## config.mk

```make
export PLATFORM = sky130hd
export DESIGN_NAME = cla_adder_pipe
export DESIGN_NICKNAME = d
export VERILOG_FILES = /design/src/rtl/cla_adder_pipe.sv
export SDC_FILE = /design/constraint.sdc
export NUM_CORES = 1
export LEC_CHECK = 0
export ABC_AREA = 1
export CELL_PAD_IN_SITES_DETAIL_PLACEMENT = 1
export CELL_PAD_IN_SITES_GLOBAL_PLACEMENT = 2
export CORE_UTILIZATION = 29
export DETAILED_ROUTE_END_ITERATION = 6
export GPL_ROUTABILITY_DRIVEN = 0
export PLACE_DENSITY = 0.82
export SLEW_MARGIN = 20
export SYNTH_ARGS = -nofsm -noshare
export SYNTH_HDL_FRONTEND = slang
export SYNTH_SLANG_ARGS = --single-unit
```

## constraint.sdc

```tcl
create_clock -name clk -period 1.86 [get_ports clk]
set_input_delay 0.279 -clock clk [delete_from_list [all_inputs] [get_ports clk]]
set_output_delay 0.279 -clock clk [all_outputs]
set_load 0.005 [all_outputs]
```

## src/rtl/cla_adder_pipe.sv

```systemverilog
// Pipelined carry-lookahead adder/subtractor.
// One BLOCK-bit lookahead group is resolved per stage. Each stage keeps the
// sum groups resolved so far, the operand groups still pending (skew buffer)
// and the carry into the next group. All stages advance together.
module cla_adder_pipe #(
   parameter int WIDTH = 16,
   parameter int BLOCK = 4
) (
   input  logic             clk,
   input  logic             rst_n,
   input  logic             in_valid,
   output logic             in_ready,
   input  logic [WIDTH-1:0] a,
   input  logic [WIDTH-1:0] b,
   input  logic             cin,
   input  logic             sub,
   output logic             out_valid,
   input  logic             out_ready,
   output logic [WIDTH-1:0] sum,
   output logic             cout,
   output logic             ovf
);

   localparam int STAGES = (BLOCK < 1) ? 1 : WIDTH / BLOCK;

   if (BLOCK < 1 || (WIDTH % BLOCK) != 0) begin : g_bad_param
      $error("cla_adder_pipe: WIDTH must be a positive multiple of BLOCK");
   end

   // Full lookahead for one group: returns {carry_out, sum}. Every internal
   // carry is a flat sum-of-products of generate/propagate terms and c0.
   function automatic logic [BLOCK:0] cla_group(
      input logic [BLOCK-1:0] x,
      input logic [BLOCK-1:0] y,
      input logic             c0
   );
      logic [BLOCK-1:0] g;
      logic [BLOCK-1:0] p;
      logic [BLOCK:0]   c;
      logic             term;
      g    = x & y;
      p    = x ^ y;
      c    = '0;
      c[0] = c0;
      for (int k = 1; k <= BLOCK; k++) begin
         term = c0;
         for (int m = 0; m < k; m++) term = term & p[m];
         c[k] = term;
         for (int j = 0; j < k; j++) begin
            term = g[j];
            for (int m = j + 1; m < k; m++) term = term & p[m];
            c[k] = c[k] | term;
         end
      end
      return {c[BLOCK], p ^ c[BLOCK-1:0]};
   endfunction

   // Whole pipeline moves when the output slot is empty or being drained.
   logic adv;
   assign adv      = !out_valid || out_ready;
   assign in_ready = adv;

   for (genvar gi = 0; gi < STAGES; gi++) begin : g_stage
      localparam int LO = gi * BLOCK;      // lowest bit of this stage's group
      localparam int PW = WIDTH - LO;      // operand bits still unresolved

      logic [PW-1:0]        a_src;
      logic [PW-1:0]        b_src;
      logic                 c_src;
      logic                 v_src;
      logic [BLOCK:0]       grp;
      logic [LO+BLOCK-1:0]  sum_new;

      logic                 v_q, v_d;
      logic                 c_q, c_d;
      logic [LO+BLOCK-1:0]  sum_q, sum_d;

      if (gi == 0) begin : g_src
         assign a_src   = a;
         assign b_src   = sub ? ~b : b;
         assign c_src   = cin ^ sub;
         assign v_src   = in_valid;
         assign sum_new = grp[BLOCK-1:0];
      end else begin : g_src
         assign a_src   = g_stage[gi-1].g_pend.a_q;
         assign b_src   = g_stage[gi-1].g_pend.b_q;
         assign c_src   = g_stage[gi-1].c_q;
         assign v_src   = g_stage[gi-1].v_q;
         assign sum_new = {grp[BLOCK-1:0], g_stage[gi-1].sum_q};
      end

      assign grp = cla_group(a_src[BLOCK-1:0], b_src[BLOCK-1:0], c_src);

      // Next state of this stage: load from upstream on advance, else hold.
      always_comb begin
         v_d   = adv ? v_src   : v_q;
         c_d   = adv ? grp[BLOCK] : c_q;
         sum_d = adv ? sum_new : sum_q;
      end

      // Stage registers, cleared by reset so no stale result survives.
      always_ff @(posedge clk) begin
         if (!rst_n) begin
            v_q   <= 1'b0;
            c_q   <= 1'b0;
            sum_q <= '0;
         end else begin
            v_q   <= v_d;
            c_q   <= c_d;
            sum_q <= sum_d;
         end
      end

      if (gi < STAGES - 1) begin : g_pend
         logic [PW-BLOCK-1:0] a_q, a_d;
         logic [PW-BLOCK-1:0] b_q, b_d;

         // Skew buffer: pass the unresolved upper groups down the pipe.
         always_comb begin
            a_d = adv ? a_src[PW-1:BLOCK] : a_q;
            b_d = adv ? b_src[PW-1:BLOCK] : b_q;
         end

         // Pending operand registers.
         always_ff @(posedge clk) begin
            if (!rst_n) begin
               a_q <= '0;
               b_q <= '0;
            end else begin
               a_q <= a_d;
               b_q <= b_d;
            end
         end
      end else begin : g_last
         logic cmsb_q, cmsb_d;

         // Carry into the MSB is recovered as sum_msb ^ a_msb ^ b_msb.
         always_comb begin
            cmsb_d = adv ? (a_src[PW-1] ^ b_src[PW-1] ^ grp[BLOCK-1]) : cmsb_q;
         end

         // Registered carry into the MSB for the overflow flag.
         always_ff @(posedge clk) begin
            if (!rst_n) cmsb_q <= 1'b0;
            else        cmsb_q <= cmsb_d;
         end
      end
   end

   assign out_valid = g_stage[STAGES-1].v_q;
   assign sum       = g_stage[STAGES-1].sum_q;
   assign cout      = g_stage[STAGES-1].c_q;
   assign ovf       = g_stage[STAGES-1].g_last.cmsb_q ^ g_stage[STAGES-1].c_q;

endmodule

```

# Word-level counts from Yosys, hierarchy flattened
# Cells that the tools add are included.
classes:
  mux: 1
  bitwise_logic: 97
  n_reduce_logical: 2
op_table:
  columns: ["operator", "n"]
  rows:
  - ["1-bit AND", 40]
  - ["1-bit OR", 40]
  - ["4-bit XOR", 8]
  - ["4-bit AND", 4]
  - ["16-bit 2-to-1 mux", 1]
  - ["16-bit inverter", 1]
  - ["1-bit XOR", 4]
  - ["1-bit logical NOT", 1]
  - ["1-bit logical OR", 1]
totals:
  ff_bits: 97
  inputBits: 38
  out_inout_bits: 20
  word_cells: 119

# Longest topological paths before layout
# Gate-level depths: netlist (run 1).
depth:
  depth_word: 11
  ltp_mapped: 12
  mapped_depth_nobuf: 10

# Least setup slack after synthesis (run 1)
# No wires, ideal clock.
synth_path:
  kind: "input-to-reg"
  from: "input sub"
  to: "register g_stage[0].sum_q[2]"
  setup_ns: 0.114
  t_arrival_ns: 1.790
  required_time_ns: 1.746
  path_slack_ns: -0.044
  cell_stages: 11
  path_buffers: 2
  path_cell_list: "buf_4 > buf_4 > xnor2_1 > inv_1 > ha_1 > ha_1 > nand2_1 > nand3_1 > xor2_1 > o21bai_1 > inv_1"
synth_via:
  elab_chain_cells: 7
  word_cells_on_any_way: 10
  cone_classes: "1 x mux; 9 x bitwise"
synth_rtl:
  columns: ["element", "line_no", "source"]
  rows:
  - ["from (decl)", "16", "input logic sub,"]
  - ["16-bit 2-to-1 mux", "80", "assign b_src = sub ? ~b : b;"]
  - ["4-bit XOR", "42", "p = x ^ y;"]
  - ["1-bit AND (2 in series)", "47", "for (int m = 0; m < k; m++) term = term & p[m];"]
  - ["1-bit OR (2 in series)", "52", "c[k] = c[k] | term;"]
  - ["4-bit XOR *", "55", "return {c[BLOCK], p ^ c[BLOCK-1:0]};"]
  - ["to (signal assigned)", "110", "sum_q <= sum_d;"]
  - ["to (decl)", "76", "logic [LO+BLOCK-1:0] sum_q, sum_d;"]
# Mark *: on every way between the ends. The rest lies on a longest branch, timed or not.
# A chain may end at the register's enable or synchronous reset.

# Final worst setup path (run 1)
layout_path:
  from: "register g_stage[3].c_q, in the netlist cout"
  to: "output ovf"
layout_via:
  elab_chain_cells: 1
layout_rtl:
  columns: ["element", "line_no", "source"]
  rows:
  - ["from (decl)", "75", "logic c_q, c_d;"]
  - ["from (signal assigned)", "105", "c_q <= 1'b0;"]
  - ["from (signal assigned)", "109", "c_q <= c_d;"]
  - ["1-bit XOR", "153", "assign ovf = g_stage[STAGES-1].g_last.cmsb_q ^ g_stage[STAGES-1].c_q;"]
  - ["to (decl)", "21", "output logic ovf"]
# Every way passes these cells.

==> parameters.txt, run 1 <==
Parameter                              Value

Synth
  Net count after synthesis    between 500 and 600
  Seq cells post-synth    97
  Most instantiated flip-flop cell in the synthesis netlist    dfxtp_1
  Async S/R FF share, synth    0
  Netlist Area Pre-Place    0.00417 mm^2
  Yosys warnings    0
  Number of enable-type register cells in the synthesized netlist    0
  Synth cell types    22
  Top post-synthesis cells by count    nor2_1, dfxtp_1, o21ai_0
  Biggest area contributors in the synthesized netlist    dfxtp_1, nor2_1, o21ai_0
  Top cell type by total area after synthesis    dfxtp_1
  Top-area cell type share of the netlist area    0.465
  Sequential area share after synthesis    0.465
  Post-synthesis average cell area    between 8 and 9 um^2
  Cell count after synthesis    approximately 520
  Top-count cell post-synth    nor2_1

Setup path
  Peak per-stage delay on the critical path    around 540 ps
  Cells along the critical path    xor2_1 > clkdlybuf4s50_1
  Kind of cell with the highest combined delay on the critical path    buffers and inverters
  Start-to-end type of the worst setup path    flip-flop to output pin
  Max Fanout on Critical Path    3
  Critical Path End Type    output pin
  Worst Setup Start Kind    flip-flop
  Arrival time at the worst endpoint    approximately 1500 ps
  Worst EP required    1580 ps
  Worst path bufs/invs    1
  Slowest cell on crit path    clkdlybuf4s50_1

Timing
  Setup violators final    0
  Setup repair after global routing missed its margin    no
  Period Utilization, post-route    0.961
  Number of endpoints with negative hold slack in the final report    0
  Final period demand of the worst path    ~1800 ps
  Relative slew slack    0.756
  Worst-Margin Slew    between 300 and 400 ps
  Worst Clk Skew    a little under 7 ps
  Final worst-path setup slack    approximately 73 ps
  Max Transition Viols Final    0
  Max frequency    about 0.56 GHz

Power
  Max IR drop VDD    ~0.50 mV
  Sw power    approximately 1.2 mW
  Sequential share of power    0.486
  Power, Total    around 4.8 mW
  Sw Share    0.250
  Standby leakage power    ~2.4 nW
  Internal cell power    roughly 3.6 mW
  Clock group share of total power    0.386
  Pwr/cell area    912 mW/mm^2
  Combinational cell fraction of total power    0.127

Finish
  Filler instances    1669
  Relative area change from synthesis to final layout    26.1%
  Net count reported at finish    between 600 and 700
  Number of diodes    0
  Final cell area excluding filler cells    ~0.0053 mm^2
  Share of layout cells above drive strength 1    0.0683

Clock tree
  Clock net sink count    97
  Htree depth    3
  Clock-pin transition on the worst setup and hold timing paths    roughly 70 ps
  Clock Latency Late Sink    ~350 ps
  Root cell of the clock tree    clkbuf_16
  # Post-CTS Setup Buffers    0
  Count of hold-fix buffers inserted at cts    0
  CTS Buf Count    9
  Clock tree from TritonCTS    yes
  Longest Clk Path Bufs    2

Place
  Worst slack at placement    -357 ps
  Count of buffers inserted at the top-level ports    57
  Post-Place Cell Area    0.00494 mm^2
  DP HPWL    about 6.6 mm

GRT
  Overall routing resource usage    0.140
  Largest net degree at the start of global routing    77
  Via count of the first global-routing pass    around 3500
  Global-route wire length before repair    16.3 mm
  Antenna violations before repair    0
  Global route overflow    0

Detailed routing
  Wire per inst    roughly 13 um
  Number of remaining DRC errors    0
  First drt pass iteration count    4
  Iteration-0 DRC Markers    about 180
  Post-Route WL    roughly 9.6 mm
  Via count    roughly 3400
  Number of antenna-violating nets in the routed design    0
  Average vias per placed instance    between 4 and 5

Floorplan
  I/O Pins    58
  # rows    between 40 and 50
  Starting utilization of the core area    0.299
  Core area    approximately 0.014 mm^2
  Die Outline Area    0.0149 mm^2
  Die boundary width    around 120 um
  Die height    122 um

Flow run
  Number of maximum-capacitance violations    0

Min path
  Worst min-delay path category    primary input to flip-flop

Outcome
  Status    finished, final reports clean
## state kept, by name (all words and copies together) (netlist names)
name                   flops
sum                       16
g_stage.g_pend.b_q        24
g_stage.c_q                3
cout                       1
g_stage.sum_q             24
g_stage.g_last.cmsb_q      1
out_valid                  1
g_stage.v_q                3
g_stage.g_pend.a_q        24
## placed cells by master, fill, tap and decap left out, types with 2 or more instances in the layout
| master | netlist | layout |
|---|---|---|
| a21oi_1 | 29 | 29 |
| buf_12 | 0 | 3 |
| buf_4 | 8 | 11 |
| clkbuf_16 | 0 | 9 |
| clkdlybuf4s50_1 | 0 | 55 |
| clkinv_2 | 0 | 3 |
| clkinvlp_4 | 0 | 2 |
| dfxtp_1 | 97 | 96 |
| fa_1 | 4 | 4 |
| ha_1 | 20 | 18 |
| inv_1 | 34 | 34 |
| nand2_1 | 28 | 28 |
| nand3_1 | 20 | 19 |
| nand4_1 | 4 | 4 |
| nor2_1 | 118 | 118 |
| o21ai_0 | 63 | 63 |
| o21ai_1 | 29 | 29 |
| o21bai_1 | 9 | 9 |
| xnor2_1 | 15 | 14 |
| xor2_1 | 11 | 11 |
## cells by family after synthesis
| family | after synthesis | share of synthesized area |
|---|---|---|
| AOI/OAI and AO/OA | 130 | 0.161 |
| adders and majority gates | 24 | 0.0792 |
| DFF | 97 | 0.465 |
| xor gates and xnor gates | 26 | 0.0546 |
| and+or+nand+nor | 171 | 0.164 |
| buffers and inverters | 67 | 0.0756 |
## final cells by class
type	instances	area, um^2	share of cell area
inverters	35	134	0.0254
multi-input cells	351	1940	0.369
repair buffers	72	722	0.137
clock inverters	7	68.8	0.0131
clock buffers	9	225	0.0428
well taps	180	225	0.0428
flip-flops and latches	97	1940	0.369
## per-stage QoR
stage | hold slack [ps] | cells | utilization | setup TNS (ps)
global placement | 438 | 735 | 0.354 | -1020
CTS | 353 | 751 | 0.376 | 0
detailed placement | 449 | 735 | 0.354 | -1390
global route | 403 | 751 | 0.378 | 0
finish | 359 | 751 | 0.378 | 0
floorplan | 420 | 515 | - | 0
## worst paths after layout
check	startpoint	to	slack [ps]	cells after the start
max	cout	ovf	70	2
min reg2reg	g_stage[0].g_pend.b_q[5]	g_stage[1].g_pend.b_q[1]	460	2
min	rst_n	g_stage[2].sum_q[3]	360	3
max reg2reg	g_stage[0].g_pend.a_q[0]	g_stage[1].sum_q[6]	370	7
## power by group through the flow
stage / Combinational (mW) / Clock, mW / Sequential [mW]
5_1_grt: 0.697 / 1.99 / 2.35
2_1_floorplan: 0.369 / 0 / 2.35
3_3_place_gp: 0.589 / 0 / 2.37
4_1_cts: 0.615 / 1.92 / 2.33
3_5_place_dp: 0.610 / 0 / 2.38
6_report: 0.610 / 1.85 / 2.33
## worst reg2reg max path, delay by kind of cell (launching register included)
| family | cells | cell delay [ps] |
|---|---|---|
| compound gates | 1 | 130 |
| fa+ha+maj | 2 | 470 |
| buf+inv | 1 | 50 |
| xor+xnor | 1 | 160 |
| simple gates | 2 | 170 |
| flops | 1 | 420 |
## what timing repair did
item | 4_1_cts | 5_1_grt
hold endpoints to repair | 0 | 0
endpoints found under the setup margin | 1 | 4
resized for setup | 1 | 6
pin swaps | 0 | 5
## layer usage
metal  GRT usage  vias to the layer above  routed length (um)
met5           0                        -                   0
met4      0.0687                        0                 163
met3      0.0286                       11                 281
met2       0.221                       49                4260
met1       0.181                     1556                4850
li1            -                     1776                   -
Power figures use the tool's default switching activity.
==> inputs of run 2 (changes only) <==
GPL_ROUTABILITY_DRIVEN = 1   (was 0)
==> results of run 2 <==
Same layout as run 1: the final DEF is identical, and so are final timing and power.
